[config.mk]
export PLATFORM = sky130hd
export DESIGN_NAME = state_normalizer
export DESIGN_NICKNAME = d
export VERILOG_FILES = /design/src/rtl/qc_pkg.sv /design/src/rtl/seq_div.sv /design/src/rtl/state_normalizer.sv
export SDC_FILE = /design/constraint.sdc
export NUM_CORES = 1
export LEC_CHECK = 0
export BUFFER_PORTS_ARGS = -buffer_cell sky130_fd_sc_hd__buf_2
export CELL_PAD_IN_SITES_DETAIL_PLACEMENT = 1
export CELL_PAD_IN_SITES_GLOBAL_PLACEMENT = 1
export CORE_MARGIN = 2
export CORE_UTILIZATION = 55
export CTS_CLUSTER_DIAMETER = 40
export DETAILED_ROUTE_END_ITERATION = 8
export GPL_ROUTABILITY_DRIVEN = 0
export PLACE_DENSITY_LB_ADDON = 0.1
export SLEW_MARGIN = 10
export SYNTH_ARGS = -nofsm -noshare
export SYNTH_HDL_FRONTEND = slang
export SYNTH_SLANG_ARGS = --single-unit
[constraint.sdc]
create_clock -name clk -period 13.35 [get_ports clk]
set_clock_uncertainty 0.1 [all_clocks]
set_input_delay 0.6675 -clock clk [delete_from_list [all_inputs] [get_ports clk]]
set_output_delay 0.6675 -clock clk [all_outputs]
set_load 0.005 [all_outputs]
[src/rtl/qc_pkg.sv]
// Shared definitions for the quantum-state arithmetic blocks: default
// vector geometry and the normaliser's FSM state encoding.
package qc_pkg;

    localparam int DEF_N = 1;
    localparam int DEF_W = 8;
    localparam int DEF_Q = 6;

    typedef enum logic [2:0] {
        IDLE,
        ACCUM,
        SQRT,
        RECIP,
        SCALE,
        DONE
    } norm_state_e;

endpackage

[src/rtl/seq_div.sv]
// Unsigned restoring divider, one quotient bit per cycle. done is high during
// the cycle whose closing edge writes the final quotient bit.
module seq_div #(
    parameter int DW = 13,
    parameter int VW = 9
) (
    input  logic          clk,
    input  logic          rst_n,
    input  logic          start,
    input  logic [DW-1:0] dividend,
    input  logic [VW-1:0] divisor,
    output logic [DW-1:0] quotient,
    output logic          done
);
    localparam int CW = $clog2(DW + 1);

    logic [DW-1:0] work;
    logic [VW-1:0] rem;
    logic [VW-1:0] dvs;
    logic [CW-1:0] cnt;
    logic [VW:0]   rem_sh;
    logic [VW:0]   diff;
    logic          fits;

    always_comb begin
        rem_sh = {rem, work[DW-1]};
        diff   = rem_sh - {1'b0, dvs};
        fits   = (rem_sh >= {1'b0, dvs});
    end

    // work shifts the dividend out at the top and the quotient in at the bottom
    always_ff @(posedge clk or negedge rst_n) begin
        if (!rst_n) begin
            work <= '0;
            rem  <= '0;
            dvs  <= '0;
            cnt  <= '0;
        end else if (start) begin
            work <= dividend;
            rem  <= '0;
            dvs  <= divisor;
            cnt  <= CW'(DW);
        end else if (cnt != '0) begin
            work <= {work[DW-2:0], fits};
            rem  <= fits ? diff[VW-1:0] : rem_sh[VW-1:0];
            cnt  <= cnt - CW'(1);
        end
    end

    assign quotient = work;
    assign done     = (cnt == CW'(1));

endmodule

[src/rtl/state_normalizer.sv]
// Normalises a packed complex state vector: sum of squares, bit-serial integer
// square root, reciprocal by sequential division, then per-amplitude rescale.
module state_normalizer
    import qc_pkg::*;
#(
    parameter int N = DEF_N,
    parameter int W = DEF_W,
    parameter int Q = DEF_Q
) (
    input  logic                  clk,
    input  logic                  rst_n,
    input  logic                  start,
    input  logic [2*W*(2**N)-1:0] in_state,
    output logic [2*W*(2**N)-1:0] out_state,
    output logic                  busy,
    output logic                  done,
    output logic                  zero_norm,
    output logic                  overflow
);
    localparam int AMPS = 2**N;
    localparam int AW   = 2*W;
    localparam int VW   = AW*AMPS;
    localparam int SW   = 2*W + N;
    localparam int SQW  = (SW + 1) / 2;
    localparam int IW   = (N > 0) ? N : 1;
    localparam int SIW  = (SQW > 1) ? $clog2(SQW) : 1;
    localparam int QW   = 2*Q + 1;
    localparam int PW   = W + QW + 1;
    localparam logic [QW-1:0]        DIVIDEND = QW'(1) << (2*Q);
    localparam logic signed [PW-1:0] SAT_HI   = PW'((2**(W-1)) - 1);
    localparam logic signed [PW-1:0] SAT_LO   = ~SAT_HI;

    norm_state_e state, state_n;

    logic [VW-1:0]          vec;
    logic [IW-1:0]          idx;
    logic                   idx_last;
    logic [SW-1:0]          s;
    logic [SW-1:0]          s_sum;
    logic [SQW-1:0]         r;
    logic [SQW-1:0]         r_n;
    logic [SQW+1:0]         rem;
    logic [SQW+1:0]         rem_n;
    logic [SIW-1:0]         sq_idx;
    logic [2*SQW-1:0]       s_pad;
    logic [SQW+3:0]         rem_sh;
    logic [SQW+3:0]         trial;
    logic [QW-1:0]          inv;
    logic                   div_start;
    logic                   div_done;
    logic [AW-1:0]          amp;
    logic signed [W-1:0]    amp_re;
    logic signed [W-1:0]    amp_im;
    logic signed [AW-1:0]   re_sq;
    logic signed [AW-1:0]   im_sq;
    logic signed [QW:0]     inv_s;
    logic signed [PW-1:0]   p_re;
    logic signed [PW-1:0]   p_im;
    logic [W:0]             sat_re;
    logic [W:0]             sat_im;

    // Returns {saturated, value} for a product already scaled by 2**Q.
    function automatic logic [W:0] saturate(input logic signed [PW-1:0] v);
        logic signed [PW-1:0] sh;
        sh = v >>> Q;
        if (sh > SAT_HI) return {1'b1, SAT_HI[W-1:0]};
        if (sh < SAT_LO) return {1'b1, SAT_LO[W-1:0]};
        return {1'b0, sh[W-1:0]};
    endfunction

    assign amp      = vec[int'(idx)*AW +: AW];
    assign amp_re   = amp[AW-1:W];
    assign amp_im   = amp[W-1:0];
    assign idx_last = (idx == IW'(AMPS - 1));

    assign re_sq = amp_re * amp_re;
    assign im_sq = amp_im * amp_im;
    assign s_sum = s + SW'($unsigned(re_sq)) + SW'($unsigned(im_sq));

    assign inv_s  = {1'b0, inv};
    assign p_re   = amp_re * inv_s;
    assign p_im   = amp_im * inv_s;
    assign sat_re = saturate(p_re);
    assign sat_im = saturate(p_im);

    // One radicand bit pair per cycle, most significant pair first.
    always_comb begin
        s_pad  = (2*SQW)'(s);
        rem_sh = {rem, s_pad[2*int'(sq_idx) +: 2]};
        trial  = (SQW+4)'({r, 2'b01});
        if (rem_sh >= trial) begin
            rem_n = (SQW+2)'(rem_sh - trial);
            r_n   = {r[SQW-2:0], 1'b1};
        end else begin
            rem_n = rem_sh[SQW+1:0];
            r_n   = {r[SQW-2:0], 1'b0};
        end
    end

    seq_div #(
        .DW(QW),
        .VW(SQW)
    ) u_div (
        .clk      (clk),
        .rst_n    (rst_n),
        .start    (div_start),
        .dividend (DIVIDEND),
        .divisor  (r_n),
        .quotient (inv),
        .done     (div_done)
    );

    always_ff @(posedge clk or negedge rst_n) begin
        if (!rst_n) state <= IDLE;
        else        state <= state_n;
    end

    // The divider is launched from the last root step so RECIP is exactly its length.
    always_comb begin
        state_n   = state;
        div_start = 1'b0;
        case (state)
            IDLE:    if (start) state_n = ACCUM;
            ACCUM:   if (idx_last) state_n = (s_sum == '0) ? DONE : SQRT;
            SQRT: begin
                if (sq_idx == '0) begin
                    state_n   = RECIP;
                    div_start = 1'b1;
                end
            end
            RECIP:   if (div_done) state_n = SCALE;
            SCALE:   if (idx_last) state_n = DONE;
            DONE:    state_n = IDLE;
            default: state_n = IDLE;
        endcase
    end

    always_ff @(posedge clk or negedge rst_n) begin
        if (!rst_n) begin
            vec       <= '0;
            idx       <= '0;
            s         <= '0;
            r         <= '0;
            rem       <= '0;
            sq_idx    <= '0;
            out_state <= '0;
            zero_norm <= 1'b0;
            overflow  <= 1'b0;
        end else begin
            case (state)
                IDLE: begin
                    if (start) begin
                        vec       <= in_state;
                        idx       <= '0;
                        s         <= '0;
                        zero_norm <= 1'b0;
                        overflow  <= 1'b0;
                    end
                end
                ACCUM: begin
                    s   <= s_sum;
                    idx <= idx_last ? '0 : idx + IW'(1);
                    if (idx_last) begin
                        if (s_sum == '0) begin
                            out_state <= '0;
                            zero_norm <= 1'b1;
                        end else begin
                            r      <= '0;
                            rem    <= '0;
                            sq_idx <= SIW'(SQW - 1);
                        end
                    end
                end
                SQRT: begin
                    r   <= r_n;
                    rem <= rem_n;
                    if (sq_idx != '0) sq_idx <= sq_idx - SIW'(1);
                end
                SCALE: begin
                    out_state[int'(idx)*AW +: AW] <= {sat_re[W-1:0], sat_im[W-1:0]};
                    overflow <= overflow | sat_re[W] | sat_im[W];
                    idx      <= idx_last ? '0 : idx + IW'(1);
                end
                default: ;
            endcase
        end
    end

    assign busy = (state != IDLE);
    assign done = (state == DONE);

endmodule

---- After elaboration in Yosys (flattened, before gate mapping) ----
Index checks and enable logic that the tools add are counted.
word-level totals
  word-level logic and storage cells ...... 129
  input port bits ......................... 35
  bits in registers ....................... 146
operators by class
  bitwise operators ....................... 2
  $lt $le $gt $ge ......................... 6
  multipliers ............................. 4
  muxes and demuxes ....................... 55
  equality and inequality tests ........... 14
  $add $sub $neg .......................... 8
  reduce and logical (&&, ||, !) cells .... 22
  shifts and indexed selects .............. 4
operators by type and width
  cell                        count
  $mux W9                     13
  $mux W32                    2
  $pmux W32 S2                1
  $mul A8 B14 Y22             2
  $add A17 B16 Y17            2
  $pmux W17 S2                1
  $mux W11                    3
  $neg A5 Y33                 1
  $shift A16 B33 Y32 const A  1
  $shiftx A16 B33 Y32         1
  $bwmux W32                  1
  $gt A16 B8 Y1 const B       2
  $lt A16 B8 Y1 const B       2
  $mul A8 B8 Y16              2
  $shiftx A32 B6 Y16          1
  $mux W13                    2
  $pmux W11 S2                1
  $mux W4                     5
  $mux W3                     6
  $pmux W9 S2                 1
  $shiftx A18 B6 Y2           1
  $logic_not A17 Y1           1
  $mux W17                    1
  $ne A2 B2 Y1 const B        8
  other kinds (25)            54

---- Depth between registers and ports, before layout ----
Gate-level depths: netlist of the first run.
  depth after elaboration ................. 10
  gate-level depth with buffers ........... 36
  mapped depth without buffers ............ 32

---- Modules after synthesis ----
Synthesis of the first run repeated with hierarchy kept, for this count alone.
unflattened totals
  cell total of the unflattened synthesis .. 2161
  area total of the unflattened synthesis .. 19518.7 um^2
by module, submodules not included
  module            instances  cells each  area an instance (um^2)
  state_normalizer  1          1940        17428.0
  seq_div           1          221         2090.8

---- Worst setup path after synthesis of the first run ----
OpenSTA, ideal clock, no wires.
  kind .................................... register to register
  start point ............................. reg idx
  end point ............................... reg out_state[22]
  required time ........................... 13.124 ns
  cell stages (with the launch flop) ...... 32
  library setup time ...................... 0.126 ns
  arrival time ............................ 7.819 ns
  path slack .............................. 5.305 ns
  path through ............................ dfrtp_1 clkbuf_1 clkbuf_1 mux2i_1 inv_1 clkbuf_1 nand2_1 inv_1 ha_1 inv_1 fa_1 fa_1 fa_1 inv_1 ha_1 a21boi_0 o21ai_0 a21boi_0 o21ai_0 a21boi_0 nor2_1 fa_1 ha_1 and4_1 a311oi_2 xnor2_1 nor4b_2 and4_1 buf_4 a21oi_2 buf_6 a221o_1
between the ends
  cells in the longest elaborated chain, start to end .. 10
  elaborated cells between the ends (all ways) .. 32
RTL lines
  item                                       RTL line                                        source
  start: declaration                         state_normalizer.sv:36                          logic [IW-1:0] idx;
  start signal: assignment                   state_normalizer.sv:162                         idx <= idx_last ? '0 : idx + IW'(1);
  start signal: assignment                   state_normalizer.sv:182                         idx <= idx_last ? '0 : idx + IW'(1);
  $shiftx A32 B6 Y16                         state_normalizer.sv:71                          assign amp = vec[int'(idx)*AW +: AW];
  $mul A8 B14 Y22, on equally long branches  state_normalizer.sv:82, state_normalizer.sv:81
  $lt A16 B8 Y1                              state_normalizer.sv:67                          if (sh < SAT_LO) return {1'b1, SAT_LO[W-1:0]};
  $mux W1 (2 in series)                      state_normalizer.sv:67
  $mux W9                                    state_normalizer.sv:68                          return {1'b0, sh[W-1:0]};
  $mux W9                                    state_normalizer.sv:67
  $shiftx A16 B33 Y32                        state_normalizer.sv:180                         out_state[int'(idx)*AW +: AW] <= {sat_re[W-1:0], sat_im[W-1:0]};
  $bwmux W32                                 state_normalizer.sv:180
  $pmux W32 S2                               state_normalizer.sv:150                         case (state)
  end signal: indexed assignment             state_normalizer.sv:180
  end: declaration                           state_normalizer.sv:14                          output logic [2*W*(2**N)-1:0] out_state,
Several ways; a longest one is shown, not always the timed one. The select of a mux whose other input is x is not followed.
A chain may end at the register's enable or synchronous reset.

---- Final worst setup path of the first run ----
  start point ............................. reg idx
  end point ............................... reg out_state[28]
The elaborated chain is that of the path after synthesis.

==> metrics.yaml, run 1 <==
floorplanning:
  die_y_um: 191
  placementRows: 68
  start_util: 0.558
  fp.dieArea_mm2: 0.0365
  fp.dieW_um: 191
  pin_count: 71
  core_mm2: 0.0345
global_routing:
  grt_pass1_vias: 16900
  grt_overflow_total: 0
  grt_max_degree: 89
  grt_pass1_wl_um: 88000
  antenna_found_initial: 0
  grt_usage: 0.307
timing:
  holdWs_ns: 0.136
  slew_viol_final: 0
  max_slew.worst_pin.slew_ns: 1.06
  fin_crit_sh: 0.733
  setup_viol: 0
  worst_slack_ns: 3.56
  min_period_ns: 9.79
  max_freq_ghz: 0.102
  tns_ns: 0
  rsz0062_at_grt: "false"
  hold_violations: 0
  maxSlewHeadroom: 0.271
yosys:
  async_flop_share: 1.00
  synthesis.nets: 2550
  avgSynthCellArea_um2: 9.25
  synth-seq-cells: 146
  synthSimpleGateAreaFrac: 0.148
  synth_top_family_by_area: "adder cells"
  synth_edf_count: 0
  ys_types: 86
  yosysMostFrequentCell: "inv_1"
  synth_xor_xnor_area_share: 0.0373
  yosysWarnings: 0
  synth_compound_area_frac: 0.119
  synthesis.instances: 2081
  yosysTopAreaCellShare: 0.252
  synth.largest_area_cell: "fa_1"
  synth_area_mm2: 0.0192
  muxShareOfSynthArea: 0.0431
  synthTopCellsByCount: "inv_1 (356), fa_1 (242), nand2_1 (207)"
  synthAdderAreaFrac: 0.377
  ys.flop_type: "dfrtp_1"
  synth_seq_area_share: 0.190
  synth.area.top_cells: "fa_1 (25%), dfrtp_1 (19%), ha_1 (12%)"
routing:
  drc: 0
  dr.pass1.iters: 7
  top_layer: "met4"
  viasPerCell: 5.81
  detail_route.wl_per_cell_um: 20.5
  wl_met3_um: 2390
  ant_nets: 0
  wl_met2_um: 26500
  routed_wirelength_um: 52800
  met1_length_um: 22500
  vias: 15000
  drt_iter0_drc: 576
worst_setup_path:
  crit_arrival_ns: 10.01
  cp-start-kind: "flip-flop"
  crit_fanout: 19
  crit_path_top_delay_cell: "mux2i_2"
  max_stage_delay_ns: 0.72
  critPathTopFamily: "adder cells"
  startpoint: "idx$_DFFE_PN0P_"
  r2r-start: "idx$_DFFE_PN0P_"
  cp_num_buf_inv: 5
  cp_common_cell: "fa_1"
  critPathKind: "reg2reg"
  end_kind: "flip-flop"
  required_ns: 13.58
clocking:
  post_cts_buffers: 0
  cts_buffer_depth: 2
  cts-buffers-inserted: 17
  post_cts_resized: 0
  clk_pin_slew_ns: 0.07
  clock_latency_ns: 0.45
  htree_levels: 4
  root_buffer: "clkbuf_16"
  cts_tree: "built"
  clock_sinks: 146
  hold_buffers: 0
job:
  maxCapViolations: 0
finish:
  filler_cell_count: 3970
  drive_gt1_frac: 0.0886
  syn_to_final_growth_pct: 6.88
  diodes: 0
  num-nets-final: 2579
run_status:
  outcome: "finished, final reports clean"
placement:
  portBuffers: 70
  hpwlAfterDp_um: 41400
  dp_slack_ns: 3.22
worst_hold_path:
  hold_path_class: "in2async"
[cell type report]
class / instances / area, um^2 / share of cell area
timing repair buffer: 87 / 484 / 0.0235
clock buffer: 18 / 429 / 0.0209
inverter: 358 / 1340 / 0.0653
sequential: 146 / 3650 / 0.178
clock inverter: 14 / 140 / 0.00681
multi-input combinational: 1500 / 13900 / 0.678
tap: 455 / 569 / 0.0277
[through the flow]
step / utilization / cells / area (um^2)
2_1_floorplan: - / 2081 / 19200
4_1_cts: 0.597 / 2578 / 20600
3_5_place_dp: 0.580 / 2546 / 20000
3_3_place_gp: 0.580 / 2546 / 20000
5_1_grt: 0.597 / 2578 / 20600
6_report: 0.597 / 2578 / 20600
[flip-flops by register name, indices dropped and copies added, names as in the netlist]
name	count
s	17
vec	32
out_state	32
u_div.dvs	9
r	9
u_div.rem	9
sq_idx	4
overflow	1
rem	11
idx	1
u_div.quotient	13
state	3
zero_norm	1
u_div.cnt	4
[cells by family after synthesis]
group / count (synthesis)
adder cells (fa/ha/maj): 434
XOR/XNOR: 81
flip-flops: 146
AND/OR/NAND/NOR: 591
buffers and inverters: 435
multiplexers: 73
AO/OA/AOI/OAI: 321
[layer usage]
layer  global-route usage  vias up
met5                    0        -
met4                0.102        0
met3               0.0459       88
met2                0.536      367
met1                0.391     7695
li1                     -     6830
[worst paths after layout]
| check | end | slack [ns] | cells after the start |
|---|---|---|---|
| min | out_state[21]$_DFFE_PN0P_ | 0.14 | 1 |
| max reg2reg | out_state[28]$_DFFE_PN0P_ | 3.56 | 30 |
| max | out_state[28]$_DFFE_PN0P_ | 3.56 | 30 |
| max in group asynchronous | u_div.cnt[2]$_DFFE_PN0P_ | 11.63 | 2 |
| min reg2reg | u_div.dvs[0]$_DFFE_PN0P_ | 0.39 | 2 |
| min in group clk | vec[2]$_DFFE_PN0P_ | 0.35 | 2 |
[layout by cell type (no fill, tap or decap), types with 29 or more instances in the layout]
cell / n
dfrtp_1: 146
a21oi_1: 72
fa_1: 242
o21ai_0: 52
nor2_1: 135
and2_1: 111
mux2_2: 38
buf_2: 69
xnor2_1: 57
nand2b_1: 30
nand2_1: 207
ha_1: 192
nor3_1: 29
inv_1: 356
mux2i_1: 30
Power of run 1 is left out: the tool's default activity adds up to more than one toggle a clock period on the data nets, which glitch-free logic cannot reach.
==> inputs of run 2 (changes only) <==
--- a/config.mk
+++ b/config.mk
@@ -9,7 +9,7 @@
 export CELL_PAD_IN_SITES_DETAIL_PLACEMENT = 1
 export CELL_PAD_IN_SITES_GLOBAL_PLACEMENT = 1
 export CORE_MARGIN = 2
-export CORE_UTILIZATION = 55
+export CORE_UTILIZATION = 46
 export CTS_CLUSTER_DIAMETER = 40
 export DETAILED_ROUTE_END_ITERATION = 8
 export GPL_ROUTABILITY_DRIVEN = 0
==> constraint.sdc (replaced) <==
create_clock -name clk -period 9 [get_ports clk]
set_clock_uncertainty 0.1 [all_clocks]
set_input_delay 0.45 -clock clk [delete_from_list [all_inputs] [get_ports clk]]
set_output_delay 0.45 -clock clk [all_outputs]
set_load 0.005 [all_outputs]
==> run 2 against run 1 <==
Compared with the run above: register-to-register slack worse by 3.0 ns; final cell count is 3.7% higher; sequential cell count stayed put; via count is 2.1% lower; non-clock buffer count is 18 higher; hold slack worse by 0.024 ns; fmax is 16% higher; setup slack worse by 3.0 ns; die area is 19% higher; critical path type unchanged.
==> metrics.yaml, run 2 (synthesis results as in run 1) <==
timing:
  maxSlewHeadroom: 0.308  # +0.0376
  max_freq_ghz: 0.118  # +16%
  hold_violations: 0  # unchanged
  setup_viol: 0  # unchanged
  max_slew.worst_pin.slew_ns: 1.04  # -0.0285 ns
  rsz0062_at_grt: "false"
  min_period_ns: 8.45  # -1.34 ns
  slew_viol_final: 0  # unchanged
  tns_ns: 0  # unchanged
  fin_crit_sh: 0.939  # +0.206
clocking:
  clk_pin_slew_ns: 0.07  # about the same
  post_cts_buffers: 0  # unchanged
  clock_sinks: 146  # unchanged
  root_buffer: "clkbuf_16"
  cts_buffer_depth: 2  # unchanged
  cts-buffers-inserted: 17  # unchanged
  htree_levels: 4  # unchanged
  clock_latency_ns: 0.47  # +0.02 ns
  cts_tree: "built"
finish:
  syn_to_final_growth_pct: 8.23
  num-nets-final: 2597  # +0.70%
  layout_commonest_cell: "inv_1"
  fin_util: 0.508  # -0.0891
  diodes: 0  # unchanged
  largestRegisters: "out_state x32, vec x32, s x17"
  final_cell_mix: "inv_1 (356), fa_1 (242), nand2_1 (207), ha_1 (192), dfrtp_1 (146)"
  drive_gt1_frac: 0.0972  # +0.00860
  filler_cell_count: 4729  # +19%
  fin_area_mm2: 0.0208  # +1.3%
  fin_cells: 2673  # +3.7%
routing:
  drc: 0  # unchanged
  vias: 14700  # -2.1%
  viasPerCell: 5.49  # -5.5%
  ant_nets: 0  # unchanged
  detail_route.wl_per_cell_um: 19.5  # -4.6%
  routed_wirelength_um: 52200  # -1.1%
  drt_iter0_drc: 762  # +32%
  dr.pass1.iters: 5  # -2
placement:
  placedCellCount: 2640  # +3.7%
  portBuffers: 70  # unchanged
  hpwlAfterDp_um: 42000  # +1.4%
  dpl-instance-area_mm2: 0.0202  # +1.2%
global_routing:
  antenna_found_initial: 1  # +1
  grt_max_degree: 56  # -37%
  gr-usage-met1: 0.339  # -0.0526
  grt_pass1_vias: 16500  # -2.7%
  use_met2: 0.428  # -0.108
  grtUsageMet3: 0.0376  # -0.00831
  grt_pass1_wl_um: 87400  # -0.71%
  grt.busiest_layer: "met2"
  grt_overflow_total: 0  # unchanged
  grt_usage: 0.255  # -0.0526
floorplanning:
  core_mm2: 0.0410  # +19%
  fp.dieArea_mm2: 0.0435  # +19%
  die_y_um: 209  # +9.2%
  start_util: 0.469  # -0.0893
  pin_count: 71  # unchanged
  placementRows: 74  # +8.8%
  fp.dieW_um: 209  # +9.2%
worst_hold_path:
  hold_path_class: "in2reg"
  holdCritStartpoint: "in_state[28]"
  hold_end: "vec[28]$_DFFE_PN0P_"
  min_path_cells: 2
worst_setup_path:
  cp-start-kind: "flip-flop"
  reg2regPathDepth: 29  # -3.3%
  critPathKind: "reg2reg"
  crit_arrival_ns: 8.69  # -1.32 ns
  r2r-end: "out_state[10]$_DFFE_PN0P_"
  r2r_setup_slack_ns: 0.55  # -3.01 ns
  required_ns: 9.24  # -4.34 ns
  end_kind: "flip-flop"
  crit_path_top_delay_cell: "mux2i_1"
  max_stage_delay_ns: 0.64  # -0.08 ns
  r2r-start: "idx$_DFFE_PN0P_"
  crit_fanout: 23  # +4
job:
  maxCapViolations: 0  # unchanged
run_status:
  outcome: "finished, final reports clean"
[run 2: cell count changes in the layout (fill, tap and decap cells not counted), sizes merged]
cell         delta
dlygate4sd3     +1
buf            +17
clkbuf          +4
clkinv          -1
inv             -3
[run 2: through the flow]
stage               hold WS (ns)  setup slack, ns
global route               0.100           0.0416
detailed placement         0.322           0.0802
finish                     0.112            0.549
floorplan                 0.0544            0.955
global placement           0.314            0.359
CTS                       0.0901           0.0377
[run 2: what timing repair did]
action	4_1_cts	5_1_grt
hold buffers	1	0
resized for setup	0	6
hold endpoints to repair	42	0
setup endpoints to repair	0	57
[run 2: critical path, delay by kind of cell (launching register included)]
family,cells,cell delay [ns]
fa+ha+maj,7,3.04
compound gates,10,2.16
simple gates,7,1.48
mux,1,0.64
flops,1,0.38
buf+inv,3,0.32
xor+xnor,1,0.21
[run 2: layout make-up]
class,count,area [um^2],area share
Inverter,358,1340,0.0645
Multi-Input combinational cell,1500,14000,0.670
Timing Repair Buffer,105,634,0.0305
Sequential cell,146,3650,0.175
Tap cell,532,666,0.0320
Clock buffer,22,484,0.0233
Clock inverter,10,87.6,0.00421
[run 2: layer usage]
layer	share of wire	wire (um)
met1	0.46	23900
met4	0.028	1470
met5	0	0
met2	0.48	25000
met3	0.036	1900
[run 2: worst max path at each step]
stage	start	to	cells after the start
3_5_place_dp	idx$_DFFE_PN0P_	out_state[3]$_DFFE_PN0P_	28
3_3_place_gp	idx$_DFFE_PN0P_	out_state[28]$_DFFE_PN0P_	25
6_report	idx$_DFFE_PN0P_	out_state[10]$_DFFE_PN0P_	29
2_1_floorplan	idx$_DFFE_PN0P_	out_state[22]$_DFFE_PN0P_	31
4_1_cts	idx$_DFFE_PN0P_	out_state[3]$_DFFE_PN0P_	28
5_1_grt	idx$_DFFE_PN0P_	out_state[1]$_DFFE_PN0P_	29
Power of run 2 is left out for the same reason.
==> inputs of run 3 (changes only) <==
--- a/config.mk
+++ b/config.mk
@@ -13,6 +13,7 @@
 export CTS_CLUSTER_DIAMETER = 40
 export DETAILED_ROUTE_END_ITERATION = 8
 export GPL_ROUTABILITY_DRIVEN = 0
+export GPL_TIMING_DRIVEN = 0
 export PLACE_DENSITY_LB_ADDON = 0.1
 export SLEW_MARGIN = 10
 export SYNTH_ARGS = -nofsm -noshare
==> run 3 against run 2 <==
Compared with the run above: hold slack worse by 0.031 ns; via count up 2.8%; critical path depth up 3; register-to-register slack worse by 0.13 ns; core utilization up 1.3 points; cell area up 2.5%; non-clock buffer count up 65; global-route usage up 0.89 points; count of clock-buffer cells in the layout down 5; highest routed layer unchanged.
==> metrics.yaml, run 3 (synthesis results as in run 1) <==
worst_setup_path:
  end_kind: "flip-flop"
  cp_common_cell: "fa_1"
  max_stage_delay_ns: 0.57  # -0.07 ns
  crit_arrival_ns: 8.85  # +0.16 ns
  required_ns: 9.27  # +0.03 ns
  crit_fanout: 10  # -57%
  crit_path_top_delay_cell: "fa_1"
  critPathKind: "reg2reg"
  cp-start-kind: "flip-flop"
routing:
  drt_iter0_drc: 723  # -5.1%
  viasPerCell: 5.51  # +0.35%
  vias: 15100  # +2.8%
  drc: 0  # unchanged
  detail_route.wl_per_cell_um: 19.9  # +1.7%
  dr.pass1.iters: 5  # unchanged
  routed_wirelength_um: 54400  # +4.2%
  ant_nets: 0  # unchanged
finish:
  register_area_mm2: 0.00365  # about the same
  largestRegisters: "out_state x32, vec x32, s x17"
  num-nets-final: 2662  # +2.5%
  filler_cell_count: 4707  # -0.47%
  layout_commonest_cell: "inv_1"
  multiInputGateArea_mm2: 0.0141  # +0.93%
  syn_to_final_growth_pct: 11.0
  fin_area_mm2: 0.0213  # +2.5%
  drive_gt1_frac: 0.110  # +0.0130
  final_cell_mix: "inv_1 (345), fa_1 (242), nand2_1 (207), ha_1 (191), dfrtp_1 (145)"
global_routing:
  antenna_found_initial: 1  # unchanged
  grt_pass1_wl_um: 88900  # +1.7%
  grt_pass1_vias: 16400  # -0.12%
  grt_overflow_total: 0  # unchanged
  grt_max_degree: 97  # +73%
  grt_usage: 0.264  # +0.00891
clocking:
  clock_sinks: 146  # unchanged
  cts-buffers-inserted: 17  # unchanged
  cts_tree: "built"
  cts_buffer_depth: 2  # unchanged
  clock_latency_ns: 0.50  # +0.03 ns
  clk_pin_slew_ns: 0.07  # about the same
  htree_levels: 4  # unchanged
  root_buffer: "clkbuf_16"
placement:
  dp_slack_ns: -1.50  # -1.58 ns
  dpl-instance-area_mm2: 0.0203  # +0.41%
  hpwlAfterDp_um: 44600  # +6.3%
  portBuffers: 70  # unchanged
floorplanning:
  fp.dieW_um: 209  # unchanged
  placementRows: 74  # unchanged
  pin_count: 71  # unchanged
  die_y_um: 209  # unchanged
  fp.dieArea_mm2: 0.0435  # unchanged
  start_util: 0.469  # unchanged
  core_mm2: 0.0410  # unchanged
run_status:
  outcome: "finished, final reports clean"
timing:
  fin_crit_sh: 0.953  # +0.0143
  slew_viol_final: 0  # unchanged
  worst_slack_ns: 0.420  # -0.129 ns
  tns_ns: 0  # unchanged
  min_period_ns: 8.58  # +0.129 ns
  setup_viol: 0  # unchanged
  max_freq_ghz: 0.117  # -1.5%
  max_slew.worst_pin.slew_ns: 1.13  # +0.0902 ns
  rsz0062_at_grt: "false"
  maxSlewHeadroom: 0.250  # -0.0585
  hold_violations: 0  # unchanged
job:
  maxCapViolations: 0  # unchanged
worst_hold_path:
  hold_path_class: "in2reg"
==> run 3: changes by cell type in the layout (fill, tap and decap cells not counted), moves of 10 or more <==
| cell | before | now |
|---|---|---|
| clkinvlp_4 | 2 | 18 |
| mux2i_1 | 28 | 18 |
| mux2i_4 | 0 | 11 |
| clkbuf_1 | 1 | 50 |
| inv_1 | 356 | 345 |
==> run 3: path summary, 6_finish.rpt <==
check	from	to	slack [ns]	cells past startpoint
max	idx$_DFFE_PN0P_	out_state[6]$_DFFE_PN0P_	0.42	32
min	in_state[19]	vec[19]$_DFFE_PN0P_	0.08	2
max reg2reg	idx$_DFFE_PN0P_	out_state[6]$_DFFE_PN0P_	0.42	32
min reg2reg	rem[10]$_DFFE_PN0P_	rem[10]$_DFFE_PN0P_	0.40	1
max in group asynchronous	rst_n	idx$_DFFE_PN0P_	7.53	3
min in group asynchronous	rst_n	out_state[18]$_DFFE_PN0P_	0.46	2
==> run 3: timing repair <==
item                                    4_1_cts  5_1_grt
resized for setup                            42       27
pin swaps                                     0        1
hold endpoints to repair                     95        0
hold buffers                                  1        0
endpoints found under the setup margin       64       56
setup buffers                                10       20
==> run 3: critical path, delay by kind of cell, from the launching register on <==
kind | cells | cell delay, ns
fa+ha+maj | 7 | 3.08
compound gates | 10 | 1.89
simple gates | 7 | 1.29
buf+inv | 6 | 1.04
flops | 1 | 0.46
mux | 1 | 0.40
xor+xnor | 1 | 0.20
==> run 3: per-stage QoR <==
stage	util	hold slack, ns	instances
finish	0.520	0.0812	2739
floorplan	-	0.0544	2081
global route	0.520	0.0760	2738
detailed placement	0.495	0.386	2685
global placement	0.494	0.376	2683
CTS	0.516	0.0476	2718
==> run 3: final cells by class <==
cell class,instances,area share
plain buffers,67,0.0157
flip-flops and latches,146,0.171
clock inverters,15,0.00727
well taps,532,0.0312
inverters,358,0.0652
repair buffers,103,0.0297
multi-input cells,1500,0.660
diodes,1,0.000117
clock buffers,17,0.0199
==> run 3: routing by layer <==
metal | GRT usage | up-vias | share of wire
met4 | 0.114 | 0 | 0.038
met1 | 0.339 | 7724 | 0.44
met3 | 0.0494 | 86 | 0.044
met5 | 0 | - | 0
li1 | - | 6996 | -
met2 | 0.435 | 279 | 0.48
Power of run 3 is left out for the same reason.
